File: src/rtl/instr_encoder_pkg.sv
`default_nettype none
// ============================================================================
//  Module      : instr_encoder_pkg
//  Description : Shared definitions for the instruction encoder slice.
//                This package holds the immediate type codes, the FSM state
//                codes, datapath widths and a sign-extension range helper.
//                Every encoder file imports it, and none of them redefines
//                these codes locally.
//  Revision    : 1.0 - initial release
// ============================================================================
package instr_encoder_pkg;

    // Immediate type codes carried on the instr_type input
    typedef enum logic [2:0] {
        RTYPE = 3'd0,
        ITYPE = 3'd1,
        STYPE = 3'd2,
        BTYPE = 3'd3,
        UTYPE = 3'd4,
        JTYPE = 3'd5
    } imm_type_e;

    // Encoder control states; the numeric codes are visible on the state port
    typedef enum logic [1:0] {
        ST_IDLE = 2'd0,
        ST_RUN  = 2'd1,
        ST_ERR  = 2'd2
    } enc_state_e;

    localparam int          c_ADDR_W    = 32;
    localparam int          c_INSTR_W   = 32;
    localparam int          c_ERR_CNT_W = 8;
    localparam logic [31:0] c_ADDR_STEP = 32'd4;
    localparam logic [7:0]  c_ERR_MAX   = 8'hFF;

    // True when imm[31:msb] are all equal. In that case the value survives
    // truncation to msb+1 bits and sign extension back to 32 bits.
    function automatic logic sign_fits(input logic [31:0] imm, input int msb);
        logic all_ones;
        logic all_zeros;
        all_ones  = 1'b1;
        all_zeros = 1'b1;
        for (int i = 0; i < 32; i++) begin
            if (i >= msb) begin
                all_ones  = all_ones  &  imm[i];
                all_zeros = all_zeros & ~imm[i];
            end
        end
        return all_ones | all_zeros;
    endfunction

endpackage : instr_encoder_pkg
`default_nettype wire

File: src/rtl/instr_encoder_imm_pack_unit.sv
`default_nettype none
// ============================================================================
//  Module      : imm_pack_unit
//  Description : Combinational range check and field packing for one
//                instruction. The output word is the exact inverse of the
//                decoder's immediate extraction for each type. 'legal' is
//                low when the immediate cannot be represented in the chosen
//                format, or when the type code is unknown.
//  Ports       :
//    instr_type [2:0]  immediate type code (imm_type_e)
//    opcode [6:0], rd [4:0], funct3 [2:0], rs1 [4:0], rs2 [4:0],
//    funct7 [6:0]      instruction fields
//    imm [31:0]        signed immediate (a byte offset for B and J)
//    instr [31:0]      packed instruction word
//    legal             immediate is in range for the type
//  Revision    : 1.0 - initial release
// ============================================================================
module imm_pack_unit
    import instr_encoder_pkg::*;
(
    input  logic [2:0]  instr_type,
    input  logic [6:0]  opcode,
    input  logic [4:0]  rd,
    input  logic [2:0]  funct3,
    input  logic [4:0]  rs1,
    input  logic [4:0]  rs2,
    input  logic [6:0]  funct7,
    input  logic [31:0] imm,
    output logic [31:0] instr,
    output logic        legal
);

    always_comb begin
        instr = '0;
        legal = 1'b0;
        case (imm_type_e'(instr_type))
            RTYPE: begin
                instr = {funct7, rs2, rs1, funct3, rd, opcode};
                legal = 1'b1;
            end
            ITYPE: begin
                instr = {imm[11:0], rs1, funct3, rd, opcode};
                legal = sign_fits(imm, 11);
            end
            STYPE: begin
                instr = {imm[11:5], rs2, rs1, funct3, imm[4:0], opcode};
                legal = sign_fits(imm, 11);
            end
            BTYPE: begin
                // Branch offsets are halfword aligned, so bit 0 is never
                // encoded and must be zero.
                instr = {imm[12], imm[10:5], rs2, rs1, funct3,
                         imm[4:1], imm[11], opcode};
                legal = sign_fits(imm, 12) && !imm[0];
            end
            UTYPE: begin
                // The low 12 bits cannot be encoded and must already be zero.
                instr = {imm[31:12], rd, opcode};
                legal = (imm[11:0] == 12'd0);
            end
            JTYPE: begin
                instr = {imm[20], imm[10:1], imm[11], imm[19:12], rd, opcode};
                legal = sign_fits(imm, 20) && !imm[0];
            end
            default: begin
                instr = '0;
                legal = 1'b0;
            end
        endcase
    end

endmodule : imm_pack_unit
`default_nettype wire

File: src/rtl/instr_encoder.sv
`default_nettype none
// ============================================================================
//  Module      : instr_encoder
//  Description : Streams encoded instructions into a linear address space.
//                The block accepts instruction fields through a valid/ready
//                handshake, packs them with imm_pack_unit, and presents each
//                word with its write address. The write address comes from
//                a counter that starts at base_addr and steps by 4.
//                Requests whose immediate is out of range are rejected:
//                err pulses, err_cnt counts (saturating), and with
//                HALT_ON_ERR=1 the block parks in ERR until clr_err.
//  Ports       :
//    clk, rst                  rising-edge clock, synchronous active-high reset
//    start, base_addr[31:0]    enter RUN and load the word-aligned base address
//    clr_err                   leave ERR for RUN
//    in_valid / in_ready       upstream handshake
//    instr_type[2:0]           immediate type code
//    opcode, rd, funct3, rs1, rs2, funct7, imm   instruction fields
//    out_valid / out_ready     downstream handshake
//    out_instr[31:0]           encoded instruction
//    out_addr[31:0]            write address for out_instr
//    err                       one-cycle pulse per rejected request
//    err_cnt[7:0]              saturating reject count
//    state[1:0]                current FSM state (IDLE=0, RUN=1, ERR=2)
//  Revision    : 1.0 - initial release
// ============================================================================
module instr_encoder
    import instr_encoder_pkg::*;
#(
    parameter int HALT_ON_ERR = 1
) (
    input  logic        clk,
    input  logic        rst,
    input  logic        start,
    input  logic [31:0] base_addr,
    input  logic        clr_err,
    input  logic        in_valid,
    output logic        in_ready,
    input  logic [2:0]  instr_type,
    input  logic [6:0]  opcode,
    input  logic [4:0]  rd,
    input  logic [2:0]  funct3,
    input  logic [4:0]  rs1,
    input  logic [4:0]  rs2,
    input  logic [6:0]  funct7,
    input  logic [31:0] imm,
    output logic        out_valid,
    input  logic        out_ready,
    output logic [31:0] out_instr,
    output logic [31:0] out_addr,
    output logic        err,
    output logic [7:0]  err_cnt,
    output logic [1:0]  state
);

    localparam logic c_HALT = (HALT_ON_ERR != 0);

    enc_state_e                 r_state;
    logic [c_ADDR_W-1:0]        r_addr;
    logic                       r_out_valid;
    logic [c_INSTR_W-1:0]       r_out_instr;
    logic [c_ADDR_W-1:0]        r_out_addr;
    logic                       r_err;
    logic [c_ERR_CNT_W-1:0]     r_err_cnt;

    logic [c_INSTR_W-1:0]       w_instr;
    logic                       w_legal;
    logic                       w_in_ready;
    logic                       w_xfer;
    logic                       w_accept;
    logic                       w_reject;

    imm_pack_unit u_pack (
        .instr_type (instr_type),
        .opcode     (opcode),
        .rd         (rd),
        .funct3     (funct3),
        .rs1        (rs1),
        .rs2        (rs2),
        .funct7     (funct7),
        .imm        (imm),
        .instr      (w_instr),
        .legal      (w_legal)
    );

    // The upstream side may hand over a request when the output register
    // is empty, or when it is being drained in this same cycle.
    assign w_in_ready = (r_state == ST_RUN) && (!r_out_valid || out_ready);

    // start wins over a same-cycle request. The request is left
    // unaccepted so that the counter reload is not disturbed.
    assign w_xfer   = in_valid && w_in_ready && !start;
    assign w_accept = w_xfer &&  w_legal;
    assign w_reject = w_xfer && !w_legal;

    // Control: FSM, address counter and error bookkeeping
    always_ff @(posedge clk) begin
        if (rst) begin
            r_state   <= ST_IDLE;
            r_addr    <= '0;
            r_err     <= 1'b0;
            r_err_cnt <= '0;
        end else begin
            r_err <= w_reject;
            if (w_reject && (r_err_cnt != c_ERR_MAX)) begin
                r_err_cnt <= r_err_cnt + 8'd1;
            end

            if (start) begin
                r_state <= ST_RUN;
                r_addr  <= {base_addr[31:2], 2'b00};
            end else begin
                if (w_accept) begin
                    r_addr <= r_addr + c_ADDR_STEP;
                end
                case (r_state)
                    ST_IDLE: r_state <= ST_IDLE;
                    ST_RUN: begin
                        if (w_reject && c_HALT) begin
                            r_state <= ST_ERR;
                        end
                    end
                    ST_ERR: begin
                        if (clr_err) begin
                            r_state <= ST_RUN;
                        end
                    end
                    default: r_state <= ST_IDLE;
                endcase
            end
        end
    end

    // Output register. A pending word is drained by out_ready in any
    // state, so entering ERR or IDLE never drops it. A new legal word
    // refills the register in the same cycle the old one leaves.
    always_ff @(posedge clk) begin
        if (rst) begin
            r_out_valid <= 1'b0;
            r_out_instr <= '0;
            r_out_addr  <= '0;
        end else if (w_accept) begin
            r_out_valid <= 1'b1;
            r_out_instr <= w_instr;
            r_out_addr  <= r_addr;
        end else if (out_ready) begin
            r_out_valid <= 1'b0;
        end
    end

    assign in_ready  = w_in_ready;
    assign out_valid = r_out_valid;
    assign out_instr = r_out_instr;
    assign out_addr  = r_out_addr;
    assign err       = r_err;
    assign err_cnt   = r_err_cnt;
    assign state     = r_state;

endmodule : instr_encoder
`default_nettype wire

File: config.mk
export PLATFORM = sky130hd
export DESIGN_NAME = instr_encoder
export DESIGN_NICKNAME = d
export VERILOG_FILES = /design/src/rtl/instr_encoder_pkg.sv /design/src/rtl/instr_encoder_imm_pack_unit.sv /design/src/rtl/instr_encoder.sv
export SDC_FILE = /design/constraint.sdc
export NUM_CORES = 1
export LEC_CHECK = 0
export ABC_CLOCK_PERIOD_IN_PS = 7140
export CAP_MARGIN = 20
export CORE_AREA = 10 10 114 116
export CTS_CLUSTER_SIZE = 14
export DETAILED_ROUTE_END_ITERATION = 8
export DIE_AREA = 0 0 124 126
export MAX_ROUTING_LAYER = met4
export PLACE_DENSITY = 0.83
export SETUP_SLACK_MARGIN = 0.05
export SLEW_MARGIN = 25
export SYNTH_ARGS = -nofsm -noshare
export SYNTH_HDL_FRONTEND = slang
export SYNTH_SLANG_ARGS = --single-unit
File: constraint.sdc
create_clock -name clk -period 7.14 [get_ports clk]
set_input_delay 1.428 -clock clk [delete_from_list [all_inputs] [get_ports clk]]
set_output_delay 1.428 -clock clk [all_outputs]
set_load 0.1 [all_outputs]
Yosys cells after proc, flatten, opt, wreduce, memory -nomap -nowiden
Cells that the tools add are included.

Register bits: 108. Input port bits: 105. Output and inout port bits: 77. Word-level logic and storage cells: 366.

Add/sub/neg operators: 2. Equal/unequal tests: 12. Mux-type cells: 158. Bitwise gates (word level): 165. Reduce and logical (&&, ||, !) cells: 20.

Operators with widths (number): $pmux 32 s6 (1); $mux 1 (151); $and 1x1->1 (140); $mux 32 (2); $add 32x3->32 const B (1); $not 1->1 (21); $logic_not 12->1 (1); $add 8x1->8 const B (1); $logic_and 1x1->1 (8); $ne 8x8->1 const B (1); $eq 3x2->1 const B (2); $eq 3x3->1 const B (2); $ne 3x3->1 const B (2); $pmux 1 s6 (1); $logic_not 1->1 (4); $mux 2 (2); $ne 2x2->1 const B (2); $or 1x1->1 (4); $pmux 2 s2 (1); $reduce_and 2->1 (2); $reduce_bool 2->1 (2); $eq 3x1->1 const B (1); $logic_not 3->1 (1); $eq 2x1->1 const B (1); other kinds (3) (3).

Longest topological paths before layout
Gate-level depths: netlist (run 1).

Depth after elaboration: 49. Mapped depth: 9. Gate-level depth less buffers: 7.

By module
Synthesis (run 1) repeated with hierarchy kept, for this count alone.

Cell total of the unflattened synthesis: 696. Area, all modules: 5296.3 um^2.

By module, submodules not included: instr_encoder (times used 1, cells an instance 568, area an instance 4531.8 um^2, seq. area each 2082.0 um^2); imm_pack_unit (times used 1, cells an instance 128, area an instance 764.5 um^2, seq. area each 0.0 um^2).

Least setup slack after synthesis (run 1)
Ideal clock, no wire load.

Path type: input port to output port. From: input out_ready. To: output in_ready. Arrival time: 2.336 ns. Required time: 5.712 ns. Setup slack: 3.376 ns. Stages on the path: 2. Path buffers: 0. Cell sequence: nand2b_1 > and2_1.

Cells in the longest elaborated chain, start to end: 2.

RTL lines: start: declaration (line instr_encoder.sv:48) `input logic out_ready,`; $logic_or 1x1->1 (line instr_encoder.sv:88) `assign w_in_ready = (r_state == ST_RUN) && (!r_out_valid || out_ready);`; $logic_and 1x1->1 (line instr_encoder.sv:88); end: declaration (line instr_encoder.sv:38) `output logic in_ready,`.

Every way passes these cells.

Final worst setup path (run 1)
From: input instr_type[0]. To: register r_addr[2].

Cells in the longest elaborated chain, start to end: 4. Elaborated cells between the ends (all ways): 9. Classes of those cells: eq/ne: 5; mux: 1; reduce/logical: 3.

RTL lines: start: declaration (line instr_encoder.sv:39) `input logic [2:0] instr_type,`; $eq 3x3->1, or another cell as far along (line instr_encoder_imm_pack_unit.sv:36) `case (imm_type_e'(instr_type))`; $pmux 1 s6 * (line instr_encoder_imm_pack_unit.sv:36); $logic_and 1x1->1 * (line instr_encoder.sv:93) `assign w_accept = w_xfer && w_legal;`; $reduce_bool 2->1 (no source line) *; end signal: assignment (line instr_encoder.sv:111) `r_addr <= {base_addr[31:2], 2'b00};`; end signal: assignment (line instr_encoder.sv:114) `r_addr <= r_addr + c_ADDR_STEP;`; end: declaration (line instr_encoder.sv:59) `logic [c_ADDR_W-1:0] r_addr;`.

Mark *: on every way between the ends. The rest lies on a longest branch, timed or not. A chain may end at the register's enable or synchronous reset.

==> out/results.ini, run 1 <==
[route]
ant_nets = 0
wl_per_cell_um = 18.0
drtPass1Iterations = 5
drc = 0
dr_total_vias = 5591
drtIter0Drc = 495
drt_wl_total_um = 17300
via_per_inst = 5.82

[cts]
clock_tree.buffer_depth = 2
hold_buffers = 0
post_cts_buffers = 0
clkTransAtPathRegs_ns = 0.10
postCtsResizedCells = 0
clk_latency_ns = 0.38
clockRootBuffer = clkbuf_8
cts_max_level = 3
cts_tree = done
cts_sinks = 104
numCtsBuffers = 9

[floorplanning]
rows = 38
core_region_area_um2 = 10700
die-area_um2 = 15600
die_w_um = 124
io_pins = 182
start_util_pct = 48.6
die_h_um = 126

[critical_path]
worstPathRequired_ns = 7.40
r2r-start = state[0]
cp.arrival_ns = 5.09
cp-end-kind = flop
r2r_setup_slack_ns = 3.97
critPathMaxFanout = 45
critPathLaunchType = primary input
reg2reg_depth = 7
critPathKind = in -> reg
crit_start = instr_type[0]

[sta]
slew_headroom_pct = 29.0
fmax_ghz = 0.207
period_needed_ns = 4.82
worstMarginPinSlew_ns = 1.06
maxSlewViolCount = 0
rsz0062_at_grt = false
fin_crit_sh_pct = 67.6
skew_ns = 0.0133
setup_violations = 0
tns_ns = 0
hold_viol = 0

[power_and_ir_drop]
leakagePower_nw = 2.35
total_power_mw = 1.13
power_density_nw_per_um2 = 157
max-vdd-ir-drop_mv = 0.0891

[layout]
seqCellArea_um2 = 2080
nets = 922
final_common_cell = clkdlybuf4s50_1
final_cell_mix = clkdlybuf4s50_1, nand2_1, dfxtp_1, nor2_1, a21oi_1
num_antenna_cells = 0
multi_input_area_um2 = 2910
drive_gt1_share_pct = 4.27
nFillCells = 930
area_growth_syn_to_layout_pct = 38.2

[yosys]
synth_top_area_share_pct = 40.1
synthTopCellsByArea = dfxtp_1, nand2_1, a21oi_1
yosysUniqueCellTypes = 55
syn_inst = 669
synth_top_flop_cell = dfxtp_1
yosysTopAreaCell = dfxtp_1
synth_enable_flop_cells = 0
synthesis.area_um2 = 5190
yosys_warnings = 0
avgSynthCellArea_um2 = 7.77
synth_seq_cells = 104
ys_seq_area_share_pct = 40.1
async_flop_share_pct = 0

[grt]
grt_max_degree = 110
grtUsageTotal_pct = 21.7
overflow = 0
grt_pass1_vias = 5461
grt_pass1_wl_um = 27100
antenna_found_initial = 0

[worst_hold_path]
min_path_type = reg -> reg
hold_start = out_addr[15]
worstHoldPathCells = 2

[placed_design]
gp_congestion = 0.916
hpwlAfterDp_um = 12900
io_buffers = 177

[flow_run]
maxCapViolations = 0

[outcome]
outcome = finished clean

-- path summary, 6_finish.rpt --
| check | endpoint |
|---|---|
| min | out_addr[15] |
| max reg2reg | r_addr[2] |
| min reg2reg | out_addr[15] |
| max | r_addr[2] |
-- Yosys cell counts (3+ instances only) --
cell type,number
a221oi_1,9
or3_1,17
a31oi_1,24
clkbuf_1,38
nor4_1,10
buf_2,6
mux2i_1,17
nand2_1,132
a31o_2,3
o21ai_0,14
and2_1,6
inv_1,7
nor3_1,15
nand3_1,17
or2_2,4
o311ai_0,4
and4_1,5
or4_1,9
dfxtp_1,104
o211ai_1,18
a211oi_1,19
a311oi_1,5
buf_1,3
nand2b_1,5
nor2b_1,10
a22oi_1,8
nor2_1,52
o31ai_1,4
and3_1,7
a21oi_1,50
mux2_2,3
nand4_1,16
-- power breakdown --
| group | leakage [nW] | switching, mW | internal [mW] |
|---|---|---|---|
| Clock | 0.0770 | 0.207 | 0.128 |
| Sequential | 0.844 | 0.0159 | 0.593 |
| Combinational | 1.43 | 0.0997 | 0.0838 |
| Total | 2.35 | 0.323 | 0.805 |
-- cell families after synthesis --
| family | count (synthesis) | synth area share, % |
|---|---|---|
| xor+xnor | 3 | 0.506 |
| fa+ha+maj | 2 | 0.482 |
| buf+inv | 56 | 4.34 |
| mux | 20 | 3.93 |
| other cells | 1 | 0.0722 |
| compound gates | 172 | 22.0 |
| flops | 104 | 40.1 |
| simple gates | 311 | 28.6 |
-- area by class of cell --
type                       instances  share of cell area (%)
multi-input combinational        510                    40.6
sequential                       104                    29.0
timing repair buffer             183                    25.3
tap                              140                    2.44
clock buffer                      12                    1.88
clock inverter                     4                   0.401
inverter                           7                   0.366
-- state kept, by name (all words and copies together) (netlist names) --
name,count
err,1
r_addr,30
out_instr,32
err_cnt,8
out_addr,30
out_valid,1
state,2
-- worst max-delay path: stages --
cell and delay (ns):
clkdlybuf4s50_1 0.99, nor4bb_1 0.56, a21oi_1 0.17, o2bb2ai_2 0.33, a31o_2 0.83, buf_4 0.37, nor3_1 0.06, a2111oi_0 0.34
-- per-layer routing --
metal / routed length (um) / vias up / global-route usage (%)
met5: 0 / - / -
li1: - / 2739 / -
met1: 7270 / 2623 / 25.0
met2: 8460 / 206 / 36.2
met3: 1300 / 23 / 5.23
met4: 300 / 0 / 6.98
-- per-stage QoR --
stage | cells | area [um2] | worst slack (ns) | util [%] | hold WS [ns]
6_report | 960 | 7180 | 2.32 | 67.1 | 0.459
5_1_grt | 960 | 7180 | 1.96 | 67.1 | 0.476
4_1_cts | 960 | 7170 | 2.34 | 67.0 | 0.460
3_5_place_dp | 944 | 7000 | 1.98 | 65.5 | 0.447
3_3_place_gp | 944 | 7000 | 2.03 | 65.5 | 0.442
2_1_floorplan | 670 | 5200 | 3.38 | - | 0.441
Note: power is estimated with default switching activity, not from simulation.
==> run 2: changes to the inputs <==
--- a/config.mk
+++ b/config.mk
@@ -5,14 +5,14 @@
 export SDC_FILE = /design/constraint.sdc
 export NUM_CORES = 1
 export LEC_CHECK = 0
-export ABC_CLOCK_PERIOD_IN_PS = 7140
+export ABC_CLOCK_PERIOD_IN_PS = 4850
 export CAP_MARGIN = 20
-export CORE_AREA = 10 10 114 116
+export CORE_AREA = 10 10 118 120
 export CTS_CLUSTER_SIZE = 14
 export DETAILED_ROUTE_END_ITERATION = 8
-export DIE_AREA = 0 0 124 126
+export DIE_AREA = 0 0 128 130
 export MAX_ROUTING_LAYER = met4
-export PLACE_DENSITY = 0.83
+export PLACE_DENSITY = 0.78
 export SETUP_SLACK_MARGIN = 0.05
 export SLEW_MARGIN = 25
 export SYNTH_ARGS = -nofsm -noshare
==> constraint.sdc (replaced) <==
create_clock -name clk -period 4.85 [get_ports clk]
set_input_delay 0.97 -clock clk [delete_from_list [all_inputs] [get_ports clk]]
set_output_delay 0.97 -clock clk [all_outputs]
set_load 0.1 [all_outputs]
==> out/results.ini, run 2 (synthesized netlist as in run 1, its figures left out) <==
[critical_path]
critPathLaunchType = primary input
critPathMaxFanout = 25
r2r-start = state[0]
cp-end-kind = flop
worstPathRequired_ns = 5.10
crit_start = instr_type[1]
cp.arrival_ns = 4.24
critPathKind = in -> reg

[cts]
cts_tree = done
hold_buffers = 0
clk_latency_ns = 0.35
clockRootBuffer = clkbuf_16
numCtsBuffers = 9
cts_max_level = 3
clkTransAtPathRegs_ns = 0.07
cts_sinks = 104
post_cts_buffers = 0
clock_tree.buffer_depth = 2
postCtsResizedCells = 0

[layout]
nFillCells = 1087
largest_reg_flops = 32
fin_area_um2 = 7350
drive_gt1_share_pct = 5.33
area_growth_syn_to_layout_pct = 41.5
num_antenna_cells = 0
final_cell_mix = clkdlybuf4s50_1, nand2_1, dfxtp_1, nor2_1, a21oi_1
final_common_cell = clkdlybuf4s50_1
nets = 927

[floorplanning]
io_pins = 182
core_region_area_um2 = 11700
die-area_um2 = 16600
start_util_pct = 44.4
die_w_um = 128
die_h_um = 130
rows = 40

[route]
drtIter0Drc = 406
drtPass1Iterations = 5
via_per_inst = 5.72
ant_nets = 0
dr_total_vias = 5557
drt_wl_total_um = 17900
drc = 0
wl_per_cell_um = 18.4

[sta]
tns_ns = 0
rsz0062_at_grt = false
hold_viol = 0
maxSlewViolCount = 0
setup_violations = 0
period_needed_ns = 3.99
worstMarginPinSlew_ns = 1.05
hold_slack_ns = 0.456
fin_ws_ns = 0.863
skew_ns = 0.00884
fin_crit_sh_pct = 82.2
slew_headroom_pct = 29.5
fmax_ghz = 0.251

[grt]
antenna_found_initial = 0
grtUsageTotal_pct = 21.1
grt_pass1_vias = 5500
overflow = 0
grt_pass1_wl_um = 28100
grt_max_degree = 58

[placed_design]
dp_worst_setup_slack_ns = 0.507
place_area_um2 = 7060
gp_congestion = 0.883
hpwlAfterDp_um = 13500
io_buffers = 177

[worst_hold_path]
min_path_type = reg -> reg
hold_start = out_addr[26]

[power_and_ir_drop]
max-vdd-ir-drop_mv = 0.196
leakagePower_nw = 2.44
total_power_mw = 1.88
power_density_nw_per_um2 = 256

[outcome]
outcome = finished clean

[flow_run]
maxCapViolations = 0

## run 2: layout make-up
class	instances	area (um2)	share of cell area (%)
inverter	7	26.3	0.357
sequential	104	2080	28.3
multi-input combinational	510	2920	39.7
tap	147	184	2.50
clock inverter	6	48.8	0.664
timing repair buffer	188	1850	25.2
clock buffer	10	239	3.25
## run 2: final timing paths
check / endpoint / slack [ns] / depth (start not counted)
max: r_addr[7] / 0.86 / 8
max reg2reg: r_addr[7] / 2.01 / 7
min reg2reg: out_addr[26] / 0.46 / 2
min: out_addr[26] / 0.46 / 2
## run 2: critical path: stages
cell and delay [ns]:
clkdlybuf4s50_1 0.64, nor4bb_1 0.82, a21oi_1 0.15, o2bb2ai_2 0.39
a31oi_4 0.36, buf_4 0.29, or3_1 0.35, a311oi_1 0.26
## run 2: metrics by stage
stage	std cells	utilization, %
after floorplan	670	-
after global placement	956	60.3
after detailed placement	956	60.3
after CTS	972	62.7
after global routing	972	62.8
final	972	62.8
## run 2: where the power goes
group / internal [mW] / switching, mW
Clock: 0.369 / 0.347
Combinational: 0.124 / 0.149
Sequential: 0.872 / 0.0232
Total: 1.37 / 0.518
## run 2: metal layers
layer / track usage, % / vias to the layer above / share of wire, %
li1: - / 2749 / -
met3: 6.33 / 18 / 8.1
met1: 24.4 / 2593 / 42
met5: - / - / 0
met4: 5.89 / 0 / 1.1
met2: 35.0 / 197 / 49
==> run 3: changes to the inputs <==
--- a/config.mk
+++ b/config.mk
@@ -5,14 +5,14 @@
 export SDC_FILE = /design/constraint.sdc
 export NUM_CORES = 1
 export LEC_CHECK = 0
-export ABC_CLOCK_PERIOD_IN_PS = 4850
+export ABC_CLOCK_PERIOD_IN_PS = 3550
 export CAP_MARGIN = 20
-export CORE_AREA = 10 10 118 120
+export CORE_AREA = 10 10 124 126
 export CTS_CLUSTER_SIZE = 14
 export DETAILED_ROUTE_END_ITERATION = 8
-export DIE_AREA = 0 0 128 130
+export DIE_AREA = 0 0 134 136
 export MAX_ROUTING_LAYER = met4
-export PLACE_DENSITY = 0.78
+export PLACE_DENSITY = 0.74
 export SETUP_SLACK_MARGIN = 0.05
 export SLEW_MARGIN = 25
 export SYNTH_ARGS = -nofsm -noshare
==> constraint.sdc (replaced) <==
create_clock -name clk -period 3.55 [get_ports clk]
set_input_delay 0.71 -clock clk [delete_from_list [all_inputs] [get_ports clk]]
set_output_delay 0.71 -clock clk [all_outputs]
set_load 0.1 [all_outputs]
==> out/results.ini, run 3 (synthesized netlist as in run 1, its figures left out) <==
[floorplanning]
die_w_um = 134
core_region_area_um2 = 13000
rows = 42
die-area_um2 = 18200
io_pins = 182
start_util_pct = 40.0
die_h_um = 136

[cts]
post_cts_buffers = 0
cts_sinks = 104
cts_max_level = 3
numCtsBuffers = 9
postCtsResizedCells = 0
cts_tree = done
clk_latency_ns = 0.35
clockRootBuffer = clkbuf_16
hold_buffers = 0
clock_tree.buffer_depth = 2
clkTransAtPathRegs_ns = 0.07

[worst_hold_path]
min_path_type = reg -> reg

[placed_design]
hpwlAfterDp_um = 13800
io_buffers = 177
gp_congestion = 0.981

[route]
drc = 0
drtIter0Drc = 366
ant_nets = 0
dr_total_vias = 5566
drt_wl_total_um = 18100
via_per_inst = 5.50
wl_per_cell_um = 17.9
drtPass1Iterations = 5

[critical_path]
critPathMaxFanout = 25
r2r-start = state[0]
critPathLaunchType = primary input
reg2reg_depth = 6
crit_end = r_addr[3]
r2r_end = err_cnt[3]
cp.arrival_ns = 3.46
crit_start = imm[11]
critPathKind = in -> reg
r2r_setup_slack_ns = 0.87
worstPathRequired_ns = 3.83
cp-end-kind = flop

[power_and_ir_drop]
total_power_mw = 2.68
leakagePower_nw = 2.54
power_density_nw_per_um2 = 358
max-vdd-ir-drop_mv = 0.261

[sta]
period_needed_ns = 3.17
slew_headroom_pct = 28.1
skew_ns = 0.00521
maxSlewViolCount = 0
fmax_ghz = 0.315
hold_viol = 0
setup_violations = 0
fin_crit_sh_pct = 89.4
worstMarginPinSlew_ns = 1.07
rsz0062_at_grt = false
tns_ns = 0

[outcome]
outcome = finished clean

[layout]
drive_gt1_share_pct = 8.13
final_common_cell = clkdlybuf4s50_1
area_growth_syn_to_layout_pct = 44.1
num_antenna_cells = 0
nets = 938
largest_reg_flops = 32
final_cell_mix = clkdlybuf4s50_1, nand2_1, dfxtp_1, nor2_1, a21oi_1

[grt]
antenna_found_initial = 0
grt_pass1_wl_um = 28700
overflow = 0
grtUsageTotal_pct = 19.8
grt_max_degree = 62
grt_pass1_vias = 5723

[flow_run]
maxCapViolations = 0

run 3: changes by cell type in the layout (fill, tap and decap cells not counted):
cell             previous run  this run
inv_6                       2         0
inv_8                       1         0
clkdlybuf4s50_1           175       161
clkbuf_8                    1         0
clkinv_4                    0         1
nor4_2                      1         0
clkinvlp_4                  2         3
buf_12                      0         2
bufinv_16                   0         2
buf_4                      13        36
nor4_1                      9        10
run 3: metrics by stage:
step | utilization (%) | std cells | hold WS [ns] | instance area, um2 | setup WS, ns
after floorplan | - | 670 | 0.441 | 5200 | 0.685
after global placement | 55.2 | 996 | 0.442 | 7170 | 0.119
after detailed placement | 55.2 | 996 | 0.446 | 7170 | 0.0872
after CTS | 57.7 | 1012 | 0.455 | 7490 | 0.436
after global routing | 57.7 | 1012 | 0.471 | 7490 | 0.170
final | 57.7 | 1012 | 0.453 | 7490 | 0.375
run 3: final cells by class:
type                            instances  area (um2)
Sequential cell                       104        2080
Timing Repair Buffer                  199        1920
Clock inverter                          7        96.3
Fill cell                            1208        5490
Inverter                                7        26.3
Clock buffer                            9         225
Multi-Input combinational cell        510        2920
Tap cell                              176         220
run 3: critical path, cell delays in order:
cell	delay, ns
clkdlybuf4s50_1	0.53
xor2_1	0.26
mux2i_1	0.16
a211o_1	0.42
a31oi_4	0.46
buf_4	0.39
buf_4	0.28
nand3_1	0.09
a21oi_1	0.14
run 3: per-layer routing:
metal / GRT usage (%) / vias up / share of wire [%]
li1: - / 2771 / -
met1: 22.4 / 2594 / 43
met2: 32.1 / 178 / 48
met3: 5.90 / 23 / 6.9
met4: 8.40 / 0 / 2.3
met5: - / - / 0
run 3: report_power, final:
| part | leakage [nW] | total, mW | switching (mW) | internal [mW] |
|---|---|---|---|---|
| registers | 0.844 | 1.22 | 0.0319 | 1.19 |
| clock network | 0.148 | 1.07 | 0.457 | 0.618 |
| logic | 1.55 | 0.382 | 0.206 | 0.176 |
| total | 2.54 | 2.68 | 0.695 | 1.99 |
run 3: worst min-delay path by stage:
stage | start | to | slack (ns) | cells past startpoint
after global placement | out_instr[4] | out_instr[4] | 0.44 | 2
after CTS | out_addr[29] | out_addr[29] | 0.46 | 2
final | out_addr[29] | out_addr[29] | 0.45 | 2
after detailed placement | out_addr[29] | out_addr[29] | 0.45 | 2
after floorplan | r_addr[31] | out_addr[31] | 0.44 | 2
after global routing | out_addr[21] | out_addr[21] | 0.47 | 2
